File: config.mk
export PLATFORM = sky130hd
export DESIGN_NAME = rom_arbiter
export DESIGN_NICKNAME = d
export VERILOG_FILES = /design/src/rtl/rom_arbiter.sv
export SDC_FILE = /design/constraint.sdc
export NUM_CORES = 1
export LEC_CHECK = 0
export CAP_MARGIN = 20
export CORE_ASPECT_RATIO = 1.2
export CORE_MARGIN = 2
export CORE_UTILIZATION = 30
export CTS_BUF_LIST = sky130_fd_sc_hd__clkbuf_4 sky130_fd_sc_hd__clkbuf_8 sky130_fd_sc_hd__clkbuf_16
export DETAILED_ROUTE_END_ITERATION = 12
export PLACE_DENSITY = 0.6
export SLEW_MARGIN = 10
export SYNTH_ARGS = -nofsm -noshare
export SYNTH_HDL_FRONTEND = slang
export SYNTH_SLANG_ARGS = --single-unit
File: constraint.sdc
create_clock -name clk -period 2.8 [get_ports clk]
set_input_delay 0.56 -clock clk [delete_from_list [all_inputs] [get_ports clk]]
set_output_delay 0.56 -clock clk [all_outputs]
set_load 0.03 [all_outputs]
File: src/rtl/rom_arbiter.sv
// rom_arbiter: shares the instruction ROM read port between fetch and debug.
// Fetch wins by default; a saturating wait counter bounds debug starvation.
module rom_arbiter #(
    parameter int ADDR_W = 8,
    parameter int DATA_W = 32,
    parameter int MAX_WAIT = 4,
    parameter logic [DATA_W-1:0] NOP_WORD = 32'h00000013
) (
    input  logic              clk,
    input  logic              rst_n,
    input  logic              if_req,
    input  logic [31:0]       if_addr,
    output logic              if_gnt,
    output logic              if_rvalid,
    output logic [DATA_W-1:0] if_rdata,
    output logic              if_err,
    input  logic              dbg_req,
    input  logic [ADDR_W-1:0] dbg_addr,
    output logic              dbg_gnt,
    output logic              dbg_rvalid,
    output logic [DATA_W-1:0] dbg_rdata,
    output logic [ADDR_W-1:0] rom_addr,
    input  logic [DATA_W-1:0] rom_data
);

    typedef enum logic [1:0] {
        OWN_NONE,
        OWN_FETCH,
        OWN_DEBUG
    } owner_e;

    owner_e            owner_q;
    owner_e            owner_d;
    logic [ADDR_W-1:0] addr_q;
    logic [3:0]        wait_cnt;
    logic              if_fault;
    logic              starved;
    logic              fetch_rom;
    logic              fetch_flt;

    assign if_fault = (if_addr[1:0] != 2'b00)
                   || ((if_addr >> (ADDR_W + 2)) != 32'd0);
    assign starved  = (wait_cnt == 4'(MAX_WAIT));

    // A faulting fetch never touches the ROM, so debug can share that cycle.
    always_comb begin
        if_gnt    = 1'b0;
        dbg_gnt   = 1'b0;
        fetch_rom = 1'b0;
        fetch_flt = 1'b0;
        if (rst_n) begin
            priority case (1'b1)
                if_req && if_fault: begin
                    if_gnt    = 1'b1;
                    fetch_flt = 1'b1;
                    dbg_gnt   = dbg_req;
                end
                dbg_req && starved: begin
                    dbg_gnt = 1'b1;
                end
                if_req: begin
                    if_gnt    = 1'b1;
                    fetch_rom = 1'b1;
                end
                dbg_req: begin
                    dbg_gnt = 1'b1;
                end
                default: ;
            endcase
        end
    end

    always_comb begin
        owner_d = OWN_NONE;
        unique case (1'b1)
            fetch_rom: owner_d = OWN_FETCH;
            dbg_gnt:   owner_d = OWN_DEBUG;
            default:   ;
        endcase
    end

    // Idle cycles replay the last address to keep the ROM bus quiet.
    always_comb begin
        rom_addr = addr_q;
        if (fetch_rom) begin
            rom_addr = if_addr[ADDR_W+1:2];
        end else if (dbg_gnt) begin
            rom_addr = dbg_addr;
        end
    end

    always_ff @(posedge clk or negedge rst_n) begin
        if (!rst_n) begin
            owner_q    <= OWN_NONE;
            addr_q     <= '0;
            wait_cnt   <= '0;
            if_rvalid  <= 1'b0;
            if_err     <= 1'b0;
            if_rdata   <= '0;
            dbg_rvalid <= 1'b0;
            dbg_rdata  <= '0;
        end else begin
            owner_q    <= owner_d;
            addr_q     <= rom_addr;
            if_rvalid  <= fetch_rom | fetch_flt;
            if_err     <= fetch_flt;
            dbg_rvalid <= (owner_d == OWN_DEBUG);
            if (!dbg_req || dbg_gnt) begin
                wait_cnt <= '0;
            end else if (!starved) begin
                wait_cnt <= wait_cnt + 4'd1;
            end
            if (fetch_flt) begin
                if_rdata <= NOP_WORD;
            end else if (owner_d == OWN_FETCH) begin
                if_rdata <= rom_data;
            end
            if (owner_d == OWN_DEBUG) begin
                dbg_rdata <= rom_data;
            end
        end
    end

`ifndef SYNTHESIS
    // Requesters must hold their address until granted.
    a_if_stable: assert property (@(posedge clk) disable iff (!rst_n)
        ($past(if_req && !if_gnt) && if_req) |-> $stable(if_addr));
    a_dbg_stable: assert property (@(posedge clk) disable iff (!rst_n)
        ($past(dbg_req && !dbg_gnt) && dbg_req) |-> $stable(dbg_addr));
    a_owner: assert property (@(posedge clk) disable iff (!rst_n)
        dbg_rvalid == (owner_q == OWN_DEBUG));
`endif

endmodule

==> results.txt <==
status: complete, but fails checks
violations in the final reports: setup timing
Tot GR Track Use: 17.11%
Max FO, Critical Path: 5
H-tree Lvls: 3
Hold Slack: 0.3152 ns
Pleak: 2.513 nW
Internal: 2.178 mW
Fmax achieved: 0.3550 GHz
critical path class: input pin to output pin
DRT antenna net count: 0
Worst setup SP type: input pin
gr ovfl total: 0
Net Sw Frac: 27.69%
Worst Hold Class: input pin to asynchronous set/reset pin
Via density: 4.678
Slowest Stage Delay on Critical Path: 0.42 ns
syn_area_per_cell: 10.87 sq um
Buffers on Ports: 152
DP HPWL: 6562 microns
Ports: 153
VDD IR max: 0.2818 mV
synthesized flop and latch total: 79
pwr dens: 558.9 nW/um^2
final setup vio count: 5
CTS buffer count: 9
design area: 5389 sq um
Distinct cells, synth: 24
sequential fraction of the synthesis area: 63.81%
Worst path most repeated cell: buf_6
Syn Nets: 363
TritonCTS clock tree: yes
Die Y: 115.3 microns
worst skew pair latency: 0.33 ns
Max Slew Vio Count: 0
RSZ-0062 raised after global routing: true
wirelength, routed: 9414 microns
setup tns final: -0.04202 ns
ANT cells: 0
Min Clock Period, post-route: 2.817 ns
post-DR wirelength/cell: 15.69 microns
Syn Inst Count: 285
dpl ws: -0.4108 ns
Pre-antenna DRT Iters: 4
first-pass GRT wire length: 15120 microns
vias in the first global route: 2966
core box area: 10060 sq um
CTS root buf: clkbuf_16
die area: 11160 sq um
share of layout cells above drive strength 1: 21.94%
post-route setup slack: -0.01690 ns
combinational power share: 21.4%
number of remaining DRC errors: 0
initial drt markers: 76
initial antenna violation count: 0
fin nets: 547
Worst EP required: 2.24 ns
Post-DP Area: 4881 sq um
largest net degree at the start of global routing: 45
Worst setup EP type: output pin
fin crit share: 100.6%
Clock Skew: 0.008730 ns
synthesis-to-finish area growth: 73.95%
Clock power frac: 36.8%
initial core utilization: 30.80%
DIE WIDTH: 96.77 microns
WP data arrival: 2.26 ns
maximum buffer depth of the clock tree: 2
Seq pwr share: 41.8%
Yosys warnings: 0
maxcap violations: 0
Via Count: 2807
Worst path slowest cell: a2111oi_4
FP Rows: 40
Final Hold Fails: 0
mapped cell area: 3098 sq um
fillers: 927
Least-Margin Pin Slew: 0.5519 ns
Reg clk slew, reported paths: 0.06 ns
clk sinks: 79
Tot Pwr: 3.012 mW
P_sw: 0.8341 mW
Placer Congestion: 0.7628
headroom to the max-slew limit: 63.21%
critical path cell sequence: buf_2, nor4_2, nand4_1, buf_4, a2111oi_4, buf_6, a21oi_4, a2bb2oi_2, buf_6
final cells by class:
type,count,area [sq um],area share (%)
inverters,6,22.52,0.4179
clock inverters,4,28.78,0.5340
repair buffers,188,1762,32.69
clock buffers,12,260.3,4.829
well taps,126,157.7,2.925
multi-input cells,185,1181,21.92
flip-flops and latches,79,1977,36.68
cell usage after synthesis (all sizes together):
| cell | n | area share (%) |
|---|---|---|
| nand2 | 110 | 13 |
| dfrtp | 79 | 64 |
| a22o | 29 | 8.2 |
| a21oi | 11 | 1.8 |
| buf | 11 | 2.1 |
| a2bb2oi | 8 | 2.3 |
| inv | 6 | 0.73 |
| nor2 | 6 | 0.73 |
| nor4 | 6 | 1.2 |
| clkbuf | 4 | 0.48 |
| o22a | 3 | 0.85 |
| ha | 2 | 0.81 |
| xnor2 | 2 | 0.57 |
| a2111oi | 1 | 0.89 |
| a31o | 1 | 0.28 |
| mux2i | 1 | 0.32 |
| nand3 | 1 | 0.16 |
| nand3b | 1 | 0.24 |
| nand4 | 1 | 0.20 |
| nor3 | 1 | 0.16 |
| o311ai | 1 | 0.85 |
final timing paths:
check	end	cells after the start	startpoint	slack (ns)
setup / recovery	rom_addr[4]	9	if_addr[23]	-0.02
min in group clk	dbg_rdata[28]$_DFFE_PN0N_	2	dbg_rdata[28]$_DFFE_PN0N_	0.47
max in group asynchronous	dbg_rdata[16]$_DFFE_PN0N_	2	rst_n	2.06
setup reg to reg	if_rdata[13]$_DFFE_PN0P_	11	wait_cnt[1]$_DFFE_PN0P_	0.53
hold reg to reg	dbg_rdata[28]$_DFFE_PN0N_	2	dbg_rdata[28]$_DFFE_PN0N_	0.47
hold / removal	if_rdata[0]$_DFFE_PN0P_	2	rst_n	0.32
flip-flops by register name, summed over array words and instances (netlist names):
signal,count
wait_cnt,4
dbg_rdata,32
if_rvalid,1
if_err,1
if_rdata,32
addr_q,8
dbg_rvalid,1
per-stage QoR:
stage	util (%)	cells
final	53.57	600
after global routing	53.57	600
after CTS	52.36	594
after detailed placement	48.52	566
after global placement	48.52	566
after floorplan	-	285
critical path, delay by kind of cell:
family,cells,cell delay (ns)
buffers and inverters,4,0.65
AOI/OAI and AO/OA,3,0.64
and+or+nand+nor,2,0.40
per-layer routing:
layer / part of all wire [%] / track usage [%] / vias up
met5: 0 / 0 / -
met1: 42 / 20.86 / 1384
met3: 5.8 / 5.228 / 9
met2: 51 / 29.31 / 87
li1: - / - / 1327
met4: 0.95 / 5.446 / 0
power by group through the flow:
stage | Sequential (mW) | Clock [mW] | Combinational, mW
6_report | 1.26 | 1.11 | 0.645
5_1_grt | 1.27 | 1.20 | 0.692
4_1_cts | 1.26 | 1.14 | 0.623
3_5_place_dp | 1.28 | 0 | 0.615
3_3_place_gp | 1.28 | 0 | 0.610
2_1_floorplan | 1.40 | 0 | 0.156
layout by cell type, fill, tap and decap left out, types with 2 or more instances in the layout:
cell type	Yosys	routed
dlygate4sd2_1	0	2
nor4_2	0	2
a21oi_2	0	4
clkdlybuf4s50_1	0	117
clkbuf_16	0	9
a22o_1	29	29
clkinvlp_4	0	2
clkbuf_8	0	2
nor4_1	6	2
ha_1	2	2
nand2_1	110	110
a21oi_4	0	4
buf_6	1	14
buf_2	8	12
nor2_1	6	6
xnor2_1	2	2
a2bb2oi_2	0	7
inv_1	5	5
clkbuf_2	0	2
dfrtp_1	79	79
clkdlybuf4s15_1	0	5
buf_12	0	2
nor4_4	0	2
o22a_1	3	3
buf_4	2	34
a21oi_1	11	3
kinds of logic after synthesis:
group / synth area share [%]
XOR/XNOR: 0.5655
AO/OA/AOI/OAI: 15.11
flip-flops: 63.81
buffers and inverters: 3.352
multiplexers: 0.3231
AND/OR/NAND/NOR: 16.03
adder cells (fa/ha/maj): 0.8076
what timing repair did:
item | CTS | global route
resized for setup | 84 | 17
hold buffers | 0 | 0
setup buffers | 11 | 6
gates cloned | 1 | 0
endpoints found under the setup margin | 10 | 9
pin swaps | 11 | 11
(Power assumes the default switching activity.)
==> RTL edit (config.mk and constraints unchanged) <==
Set the parameter `NOP_WORD` to 32'h00000009 (it was 32'h00000013).
--- a/src/rtl/rom_arbiter.sv
+++ b/src/rtl/rom_arbiter.sv
@@ -6,3 +6,3 @@
     parameter int MAX_WAIT = 4,
-    parameter logic [DATA_W-1:0] NOP_WORD = 32'h00000013
+    parameter logic [DATA_W-1:0] NOP_WORD = 32'h00000009
 ) (
Behaviour: not the same (a bounded check fails within 4 cycles, from zero or initial values and one cycle with rst_n low).
==> RTL edit against the unedited design <==
  * The flow still finishes with violations (setup timing)
  * Synthesized area decreased by 0.61%
  * Wire length increased by 0.48%
  * Setup slack improved by 0.0052 ns
  * Sequential cell count unchanged
  * Final area decreased by 1.0%
  * Cell count decreased by 0.67%
  * Hold slack got worse by 0.21 ns
  * Utilization decreased by 0.28 points
  * Sequential share of layout area increased by 0.38 points
  * Non-clock buffer count decreased by 4
  * Total power increased by 1.8%
  * Die area decreased by 0.58%
  * Critical endpoint unchanged
  * Largest power group unchanged
  * Highest routed layer unchanged
==> RTL edit: results (changes against the unedited design) <==
metric	value	unit	change
gr-usage-all-layers	0.180		was 0.171
top_layer	met4		unchanged
finalSetupViolCount	5		unchanged
dp_slack	-0.413	ns	was -0.411 ns
grt_max_degree	43		was 45
violations	setup timing		unchanged
cp-start-kind	primary input		unchanged
worst_slack	-0.0117	ns	was -0.0169 ns
wl_met1	3.91	mm	was 3.99 mm
clock_skew	0.00525	ns	was 0.00873 ns
grt_pass1_vias	2924		was 2966
fin_nets	543		was 547
syn_nets	363		unchanged
grt_overflow	0		unchanged
ant_nets	0		unchanged
wl	9.46	mm	was 9.41 mm
cts_max_level	3		unchanged
r2r_start	wait_cnt[0]		was wait_cnt[1]
synth.distinct_cells	23		was 24
drive_gt1_frac	0.219		about the same
gp_congestion	0.764		was 0.763
placedInstanceArea	0.00488	mm²	about the same
numCtsBuffers	9		unchanged
tightestPinTransition	0.541	ns	was 0.552 ns
swShare	0.269		was 0.277
startpoint	if_addr[28]		was if_addr[23]
grt_pass1_wl	15.1	mm	about the same
antenna_found_initial	0		unchanged
drt_pass1_iterations	4		unchanged
outcome	finished, violations left		unchanged
synth_top_cells_by_count	nand2_1, dfrtp_1, a22o_1, a21oi_1, buf_2		was nand2_1, dfrtp_1, a22o_1, a21oi_1
avgViaCountPerCell	4.65		was 4.68
hpwl	6.72	mm	was 6.56 mm
synth.yosys.seq_area_share	0.642		was 0.638
synth_xor_xnor_area_share	0.00569		was 0.00565
ys_warn_count	0		unchanged
n_fill_cell	927		unchanged
critPathSlowestCell	a2111oi_4		unchanged
yosys-mux-area-fraction	0.00325		was 0.00323
path_max_fanout	8		was 5
async_reset_ff_frac	1.00		unchanged
grtUsageMet3	0.0419		was 0.0523
synth_compound_area_frac	0.148		was 0.151
ir_drop	0.265	mV	was 0.282 mV
leakage	2.50	nW	was 2.51 nW
use_met2	0.305		was 0.293
clockRootBuffer	clkbuf_16		unchanged
largest_registers	dbg_rdata (32), if_rdata (32), addr_q (8)		unchanged
clk_path_buf_depth	2		unchanged
wl_met3	585	µm	was 543 µm
path_clk_slew	0.06	ns	about the same
grt_util_met1	0.222		was 0.209
synth_fa_ha_area_frac	0.00813		was 0.00808
numPortBuffers	152		unchanged
wl_met2	4.84	mm	was 4.79 mm
drt_iter0_drc	60		was 76
ys_top_cells_by_area	dfrtp_1, nand2_1, a22o_1, a2bb2oi_1, a21oi_1		unchanged
cp.arrival	2.25	ns	
antenna_cells	0		unchanged
clk-insertion-delay-late	0.33	ns	about the same
==> RTL edit: power by group through the flow <==
stage          clock (W)  sequential (W)  combinational [W]
2_1_floorplan          0         0.00140           0.000156
3_3_place_gp           0         0.00128           0.000608
3_5_place_dp           0         0.00128           0.000615
4_1_cts          0.00120         0.00126           0.000637
5_1_grt          0.00126         0.00127           0.000687
6_report         0.00117         0.00126           0.000638
==> RTL edit: cell families (layout without fill, tap and decap cells) <==
group,Yosys count,after routing
adder cells (fa/ha/maj),2,2
AND/OR/NAND/NOR,126,126
AO/OA/AOI/OAI,54,54
buffers and inverters,21,206
flip-flops,79,79
multiplexers,1,1
XOR/XNOR,2,2
==> RTL edit: final timing paths <==
kind,endpoint,slack [ns]
setup / recovery,rom_addr[4],-0.01
min in group clk,dbg_rdata[31],0.47
setup reg to reg,wait_cnt[2],0.60
hold / removal,if_err,0.11
hold reg to reg,dbg_rdata[31],0.47
max in group asynchronous,addr_q[7],1.86
==> RTL edit: final cells by class <==
type | count | area (µm²) | area share
clock buffers | 12 | 254 | 0.0476
well taps | 126 | 158 | 0.0296
multi-input cells | 185 | 1160 | 0.217
repair buffers | 184 | 1720 | 0.322
flip-flops and latches | 79 | 1980 | 0.371
clock inverters | 4 | 45.0 | 0.00844
inverters | 6 | 22.5 | 0.00422
==> RTL edit: metrics by stage <==
step           cells  setup TNS, ns  hold slack, ns
3_3_place_gp     569          -3.86           0.452
4_1_cts          592       -0.00658          0.0979
2_1_floorplan    285              0           0.264
6_report         596        -0.0192           0.110
3_5_place_dp     569          -4.41           0.454
5_1_grt          596         -0.678           0.118
==> RTL edit: repair_timing <==
action / CTS / global route
buffers inserted: 7 / 3
resized for setup: 102 / 8
pin swaps: 13 / 8
endpoints found under the setup margin: 10 / 9
cloned: 0 / 1
